**config.mk**
```make
export PLATFORM = sky130hd
export DESIGN_NAME = implication_monitor
export DESIGN_NICKNAME = d
export VERILOG_FILES = /design/src/rtl/implication_monitor_pkg.sv /design/src/rtl/implication_monitor_ch.sv /design/src/rtl/implication_monitor.sv
export SDC_FILE = /design/constraint.sdc
export NUM_CORES = 1
export LEC_CHECK = 0
export CAP_MARGIN = 20
export CORE_MARGIN = 4
export CORE_UTILIZATION = 46
export CTS_CLUSTER_SIZE = 8
export DETAILED_ROUTE_END_ITERATION = 10
export PLACE_DENSITY = 0.83
export SYNTH_ARGS = -nofsm -noshare
export SYNTH_HDL_FRONTEND = slang
export SYNTH_SLANG_ARGS = --single-unit
```
**constraint.sdc**
```tcl
create_clock -name clk -period 2.7 [get_ports clk]
set_input_delay 0.54 -clock clk [delete_from_list [all_inputs] [get_ports clk]]
set_output_delay 0.54 -clock clk [all_outputs]
set_load 0.03 [all_outputs]
```
**src/rtl/implication_monitor_pkg.sv**
```systemverilog
// Shared limits and widths for the bounded-window implication monitor.
package implication_monitor_pkg;

  localparam int MAX_DELAY_LIMIT = 15;
  localparam int LIVE_W          = MAX_DELAY_LIMIT + 1;
  // Enough bits to count every thread in a full window passing on one edge.
  localparam int PCNT_W          = $clog2(MAX_DELAY_LIMIT + 2);

  typedef logic [LIVE_W-1:0] live_t;
  typedef logic [PCNT_W-1:0] pcnt_t;

endpackage

```
**src/rtl/implication_monitor_ch.sv**
```systemverilog
// One channel: open-thread vector, per-edge pass/fail decision,
// saturating counters and sticky error flag.
module implication_monitor_ch
  import implication_monitor_pkg::*;
#(
  parameter int MIN_DELAY = 0,
  parameter int MAX_DELAY = 1,
  parameter int CNT_W     = 16
) (
  input  logic             clk,
  input  logic             rst_n,
  input  logic             en,
  input  logic             clr,
  input  logic             antecedent,
  input  logic             consequent,
  output logic             pass,
  output logic             fail,
  output logic [CNT_W-1:0] pass_cnt,
  output logic [CNT_W-1:0] fail_cnt,
  output logic             err_sticky,
  output logic             pending
);

  localparam int SW = CNT_W + PCNT_W;
  localparam logic [SW-1:0] CMAX = SW'({CNT_W{1'b1}});

  live_t              live, live_nxt;
  logic [MAX_DELAY:0] cand, pass_v;
  logic               fail_nxt;
  pcnt_t              npass;
  logic [SW-1:0]      psum, fsum;
  logic [CNT_W-1:0]   pass_cnt_nxt, fail_cnt_nxt;

  // Each candidate is a thread one age older than last edge; age 0 is a new antecedent.
  always_comb begin
    cand     = '0;
    pass_v   = '0;
    live_nxt = '0;
    fail_nxt = 1'b0;
    npass    = '0;
    cand[0]  = antecedent & en;
    for (int k = 1; k <= MAX_DELAY; k++) cand[k] = live[k-1];
    for (int a = 0; a <= MAX_DELAY; a++) begin
      if (cand[a] && a >= MIN_DELAY && consequent) pass_v[a] = 1'b1;
      else if (cand[a] && a == MAX_DELAY)          fail_nxt  = 1'b1;
      else if (cand[a])                            live_nxt[a] = 1'b1;
    end
    for (int a = 0; a <= MAX_DELAY; a++) npass = npass + pcnt_t'(pass_v[a]);
  end

  always_comb begin
    psum         = SW'(pass_cnt) + SW'(npass);
    fsum         = SW'(fail_cnt) + SW'(fail_nxt);
    pass_cnt_nxt = (psum > CMAX) ? CNT_W'(CMAX) : CNT_W'(psum);
    fail_cnt_nxt = (fsum > CMAX) ? CNT_W'(CMAX) : CNT_W'(fsum);
  end

  // Clear behaves exactly like reset: open threads are dropped silently.
  always_ff @(posedge clk) begin
    if (!rst_n || clr) begin
      live       <= '0;
      pass       <= 1'b0;
      fail       <= 1'b0;
      pass_cnt   <= '0;
      fail_cnt   <= '0;
      err_sticky <= 1'b0;
    end else begin
      live       <= live_nxt;
      pass       <= |pass_v;
      fail       <= fail_nxt;
      pass_cnt   <= pass_cnt_nxt;
      fail_cnt   <= fail_cnt_nxt;
      err_sticky <= err_sticky | fail_nxt;
    end
  end

  assign pending = |live;

endmodule

```
**src/rtl/implication_monitor.sv**
```systemverilog
// Runtime checker for "antecedent |-> ##[MIN_DELAY:MAX_DELAY] consequent"
// over N_CH independent channels.
module implication_monitor
  import implication_monitor_pkg::*;
#(
  parameter int N_CH      = 4,
  parameter int MIN_DELAY = 0,
  parameter int MAX_DELAY = 1,
  parameter int CNT_W     = 16
) (
  input  logic                  clk,
  input  logic                  rst_n,
  input  logic                  en_i,
  input  logic                  clr_i,
  input  logic [N_CH-1:0]       antecedent_i,
  input  logic [N_CH-1:0]       consequent_i,
  output logic [N_CH-1:0]       pass_o,
  output logic [N_CH-1:0]       fail_o,
  output logic [N_CH*CNT_W-1:0] pass_cnt_o,
  output logic [N_CH*CNT_W-1:0] fail_cnt_o,
  output logic [N_CH-1:0]       err_sticky_o,
  output logic [N_CH-1:0]       pending_o
);

  if (MIN_DELAY < 0 || MIN_DELAY > MAX_DELAY || MAX_DELAY > MAX_DELAY_LIMIT) begin : g_bad_cfg
    $error("implication_monitor: need 0 <= MIN_DELAY <= MAX_DELAY <= %0d", MAX_DELAY_LIMIT);
  end

  for (genvar c = 0; c < N_CH; c++) begin : g_ch
    implication_monitor_ch #(
      .MIN_DELAY (MIN_DELAY),
      .MAX_DELAY (MAX_DELAY),
      .CNT_W     (CNT_W)
    ) u_ch (
      .clk        (clk),
      .rst_n      (rst_n),
      .en         (en_i),
      .clr        (clr_i),
      .antecedent (antecedent_i[c]),
      .consequent (consequent_i[c]),
      .pass       (pass_o[c]),
      .fail       (fail_o[c]),
      .pass_cnt   (pass_cnt_o[c*CNT_W +: CNT_W]),
      .fail_cnt   (fail_cnt_o[c*CNT_W +: CNT_W]),
      .err_sticky (err_sticky_o[c]),
      .pending    (pending_o[c])
    );
  end

endmodule

```
**Word level (Yosys, flattened, before mapping)**

Index checks and enable logic that the tools add are counted.

- Add/sub/neg operators: 12
- Multiply operators: 0
- Divide/modulo/power cells: 0
- Magnitude comparators: 8
- Eq/ne operators: 0
- Shift-type cells: 0
- Multiplexer cells: 28
- Bitwise gates (word level): 8
- Reduce and logical (&&, ||, !) cells: 22

Operator list:

| kind | count |
|---|---|
| 21-bit by 16-bit greater-than comparator with 1-bit output, second input constant | 8 |
| 16-bit 2-to-1 mux | 8 |
| 16-bit by 1-bit adder with 17-bit output | 4 |
| 16-bit by 5-bit adder with 17-bit output | 4 |
| 16-bit OR reduction | 4 |
| 1-bit 2-to-1 mux | 20 |
| 2-bit OR reduction | 8 |
| 1-bit by 1-bit adder with 2-bit output | 4 |
| 1-bit logical AND | 8 |
| 1-bit AND | 4 |
| 1-bit bitwise OR | 4 |
| 1-bit zero test | 1 |
| 1-bit logical OR | 1 |

- Register bits after elaboration: 204
- Bits in latches: 0
- Bits in writable memories: 0
- Memory bits (read-only): 0
- Input bits: 12
- Output and inout port bits: 144
- Memories kept: 0

**Depth between registers and ports, before layout**

- Depth in word-level cells: 7
- Mapped depth: 10
- Gate-level depth less buffers: 9

**Cells and area by module**

Synthesis repeated with hierarchy kept, for this count alone.

- Cell total of the unflattened synthesis: 714
- Area, all modules: 6571.3 sq um

By module, submodules not included:

| module | times used | cells each | area an instance (sq um) | sequential area each (sq um) |
|---|---|---|---|---|
| implication_monitor_ch at g_ch[0].u_ch ... | 3 | 179 | 1640.3 | 720.7 |
| implication_monitor_ch at g_ch[2].u_ch | 1 | 177 | 1650.3 | 720.7 |

**Worst setup path before layout**

No wires, ideal clock.

- Kind: input-to-reg
- Start: in antecedent_i[2]
- End: reg g_ch[2].u_ch.pass_cnt[10]
- Arrival time: 2.356 ns
- Path slack: 0.211 ns
- Cell stages on the path: 10
- Cell sequence: and3_1 inv_1 ha_1 ha_1 fa_1 nand4_1 nor2_1 nand3_1 clkbuf_1 a21oi_1

- Longest elaborated chain between the ends: 7

Ends and longest elaborated chain:

| element | line | RTL |
|---|---|---|
| start, declared | implication_monitor.sv:15 | `input logic [N_CH-1:0] antecedent_i,` |
| 1-bit AND (*) | implication_monitor_ch.sv:41 | `cand[0] = antecedent & en;` |
| 1-bit logical AND (*) | implication_monitor_ch.sv:44 | `if (cand[a] && a >= MIN_DELAY && consequent) pass_v[a] = 1'b1;` |
| 1-bit 2-to-1 mux (*) | implication_monitor_ch.sv:44 |  |
| 1-bit by 1-bit adder with 2-bit output (*) | implication_monitor_ch.sv:48 | `for (int a = 0; a <= MAX_DELAY; a++) npass = npass + pcnt_t'(pass_v[a]);` |
| 16-bit by 5-bit adder with 17-bit output (*) | implication_monitor_ch.sv:52 | `psum = SW'(pass_cnt) + SW'(npass);` |
| 21-bit by 16-bit greater-than comparator with 1-bit output | implication_monitor_ch.sv:54 | `pass_cnt_nxt = (psum > CMAX) ? CNT_W'(CMAX) : CNT_W'(psum);` |
| 16-bit 2-to-1 mux (*) | implication_monitor_ch.sv:54 |  |
| end signal, assigned | implication_monitor_ch.sv:71 | `pass_cnt <= pass_cnt_nxt;` |
| end, declared | implication_monitor_ch.sv:18 | `output logic [CNT_W-1:0] pass_cnt,` |

Every way passes the cells marked *; elsewhere a longest branch is shown, timed or not.
A chain may end at the register's enable or synchronous reset.

**Worst setup path after layout**

- Start: in consequent_i[0]
- End: reg g_ch[0].u_ch.pass_cnt[1]

- Longest elaborated chain between the ends: 6

Ends and longest elaborated chain:

| element | line | RTL |
|---|---|---|
| start, declared | implication_monitor.sv:16 | `input logic [N_CH-1:0] consequent_i,` |
| 1-bit logical AND | implication_monitor_ch.sv:44 |  |
| 1-bit 2-to-1 mux | implication_monitor_ch.sv:44 |  |
| 1-bit by 1-bit adder with 2-bit output (*) | implication_monitor_ch.sv:48 |  |
| 16-bit by 5-bit adder with 17-bit output (*) | implication_monitor_ch.sv:52 |  |
| 21-bit by 16-bit greater-than comparator with 1-bit output | implication_monitor_ch.sv:54 |  |
| 16-bit 2-to-1 mux (*) | implication_monitor_ch.sv:54 |  |
| end signal, assigned | implication_monitor_ch.sv:71 |  |
| end, declared | implication_monitor_ch.sv:18 |  |

Marks and branches as above.

==> flow_summary.yaml <==
status:
  status: "finished, final reports clean"
clocking:
  root_buffer: "clkbuf_16"
  clkTransAtPathRegs_ns: 0.05
  ctsHoldBuffers: 0
  clock_latency_ns: 0.41
  clockBufferDepth: 2
  numCtsBuffers: 17
  cts_tree: "yes"
  cts_sinks: 144
  htree_levels: 4
placed_design:
  gp_congestion: 0.853
  place_ws_ns: -0.433
  numPortBuffers: 155
  dp_hpwl_um: 11500
floorplan:
  core_area_mm2: 0.0141
  die_area_mm2: 0.0166
  initial_core_util_pct: 47.5
  top_level_ports: 156
  rows: 43
  die_y_um: 129
  die_w_um: 129
finish:
  final_cell_mix: "clkdlybuf4s50_1 (153), dfxtp_1 (144), a21oi_1 (110)"
  areaGrowthSynthToFinish_pct: 38.9
  fill_cells: 1136
  layout-drive-gt1-share_pct: 13.0
  n_antenna_cell: 0
  final_common_cell: "clkdlybuf4s50_1"
  multiInputGateArea_mm2: 0.00350
  regArea_mm2: 0.00288
  final_nets: 973
synthesis:
  synthTopCellsByArea: "dfxtp_1 (43%), a21oi_1 (8.2%), xnor2_1 (7.8%), ha_1 (4.5%), nor2_1 (2.4%)"
  synthFlopType: "dfxtp_1"
  netlist_area_mm2: 0.00670
  ys_types: 49
  ys_seq_elements: 144
  syn_nets: 777
  synth_top_area_share_pct: 43.0
  syn_inst: 737
  synth_seq_area_share_pct: 43.0
  synth_edf_count: 0
  syn-mean-instance-area_um2: 9.09
  async_flop_share_pct: 0
  synth_largest_area_cell: "dfxtp_1"
  yosys_warnings: 0
grt:
  track_usage_pct: 19.7
  grt_first_pass_wirelength_um: 27100
  grt_pass1_vias: 5614
  grt_overflow_total: 0
  grt_start_max_net_pins: 67
  antenna_found_initial: 0
sta:
  final.period_utilization_pct: 95.2
  fmax_ghz: 0.389
  finalSetupViolations: 0
  drv_slew: 0
  timing_hold_violations_final: 0
  skew_ns: 0.00919
  rsz0062_at_grt: "false"
  fin_crit_ns: 2.57
  slew_headroom_pct: 69.2
  tightest_slew_ns: 0.463
  fin_ws_ns: 0.129
detailed_routing:
  drt_first_pass_iters: 4
  postRouteWirelength_um: 16600
  vias_per_cell: 5.36
  wire_per_inst_um: 14.7
  drt_iter0_markers: 381
  num_vias: 6025
  drt.antenna.violating_nets: 0
  drcViolationCount: 0
worst_setup_path:
  r2r_setup_slack_ns: 0.54
  crit_arrival_ns: 2.91
  crit_path_top_delay_cell: "or4_4"
  critPathCaptureType: "flip-flop"
  crit_top_cell: "ha_1"
  path_max_fanout: 13
  path_cells: "clkdlybuf4s50_1, and3_1, inv_1, ha_1, ha_1, fa_2, nand4_4, or4_4, a21oi_1"
  crit_required_ns: 3.04
  crit_end: "g_ch[0].u_ch.pass_cnt[1]"
  cp-startpoint: "consequent_i[0]"
  path_class: "input port to flip-flop"
  crit_family: "simple AND/OR/NAND/NOR gates"
  r2r-end: "g_ch[2].u_ch.pass_cnt[10]"
  worst_setup_path_start_kind: "input port"
  max_stage_delay_ns: 0.60
  cp.depth: 9
  path_buf_inv: 2
  rr_worst_depth: 9
  reg2reg_from: "g_ch[2].u_ch.live[0]"
pwr:
  power_leakage_nw: 3.28
  powerDensity_mw_per_mm2: 467
  ir_drop_v: 0.000461
  finalPower_mw: 4.35
flow_run:
  cap_violations: 0
worst_hold_path:
  holdCritPathClass: "input port to flip-flop"
[cell usage after synthesis, types with 4 or more instances]
cell	instances
dfxtp_1	144
a21oi_1	110
xnor2_1	60
nor2_1	42
nand2_1	41
inv_1	36
nand3_1	30
nor3_1	25
ha_1	24
nand4_1	22
nor4_1	22
clkbuf_1	19
and3_1	16
buf_4	16
xor2_1	16
a31oi_1	13
nor2b_1	13
and2_1	8
and4_1	8
a211oi_1	6
a31o_2	6
and4b_1	5
nor3b_1	5
nor4_2	5
o21ai_0	5
fa_1	4
nand4_2	4
[repair_timing]
action | 4_1_cts | 5_1_grt
hold endpoints to repair | 0 | 0
gates resized for setup | 0 | 8
endpoints found under the setup margin | 0 | 60
buffers inserted | 0 | 4
[worst reg2reg max path, cell delays in order, from the launching register on]
cell,delay (ns)
dfxtp_1,0.40
nand2_1,0.10
ha_1,0.32
ha_1,0.21
fa_1,0.41
nand4_1,0.14
buf_4,0.16
nor3_1,0.06
xnor2_1,0.16
a21oi_1,0.09
[cell type report]
type | count | area share, %
clock buffers | 26 | 5.36
repair buffers | 216 | 21.9
multi-input cells | 518 | 37.6
inverters | 36 | 1.45
well taps | 180 | 2.42
clock inverters | 5 | 0.323
flip-flops and latches | 144 | 31.0
[worst min path at each step]
stage / start / to / slack (ns) / depth (start not counted)
after CTS: g_ch[2].u_ch.err_sticky / g_ch[2].u_ch.err_sticky / 0.48 / 2
after detailed placement: g_ch[3].u_ch.err_sticky / g_ch[3].u_ch.err_sticky / 0.47 / 2
final: consequent_i[2] / g_ch[2].u_ch.live[0] / 0.46 / 2
after floorplan: g_ch[0].u_ch.err_sticky / g_ch[0].u_ch.err_sticky / 0.44 / 2
after global placement: g_ch[2].u_ch.err_sticky / g_ch[2].u_ch.err_sticky / 0.45 / 2
after global routing: consequent_i[2] / g_ch[2].u_ch.live[0] / 0.45 / 2
[stage by stage]
| stage | setup TNS, ns | instances | cell area [µm²] | util, % | hold slack, ns |
|---|---|---|---|---|---|
| after detailed placement | -24.18 | 1090 | 8720 | 61.8 | 0.471 |
| final | 0 | 1125 | 9310 | 66.0 | 0.459 |
| after global placement | -18.28 | 1090 | 8720 | 61.8 | 0.451 |
| after global routing | 0 | 1125 | 9310 | 66.0 | 0.454 |
| after floorplan | 0 | 737 | 6700 | - | 0.442 |
| after CTS | 0 | 1121 | 9250 | 65.6 | 0.481 |
[logic make-up (layout without fill, tap and decap cells)]
| group | count (synthesis) | count (layout) | share of synthesized area (%) |
|---|---|---|---|
| muxes | 1 | 1 | 0.149 |
| and+or+nand+nor | 262 | 262 | 23.1 |
| DFF | 144 | 144 | 43.0 |
| buffers and inverters | 75 | 283 | 5.27 |
| xor gates and xnor gates | 76 | 76 | 9.94 |
| AOI/OAI and AO/OA | 151 | 151 | 12.8 |
| adders and majority gates | 28 | 28 | 5.68 |
[report_power, final]
part	total, mW	switching, mW	internal [mW]
sequential	2.13	0.00329	2.13
clock	2.10	0.841	1.26
combinational	0.113	0.0676	0.0455
[state kept, by name (all words and copies together) (netlist names)]
| signal | cells |
|---|---|
| g_ch.u_ch.live | 4 |
| g_ch.u_ch.fail | 4 |
| g_ch.u_ch.pass_cnt | 64 |
| g_ch.u_ch.fail_cnt | 64 |
| g_ch.u_ch.err_sticky | 4 |
| g_ch.u_ch.pass | 4 |
[layer usage]
layer / global-route usage (%) / vias to the layer above / part of all wire [%]
li1: - / 3014 / -
met1: 25.7 / 2813 / 45
met2: 31.3 / 177 / 47
met3: 6.19 / 21 / 6.8
met4: 6.36 / 0 / 1.5
met5: 0 / - / 0
No activity file was read; power rests on OpenSTA's default activity.
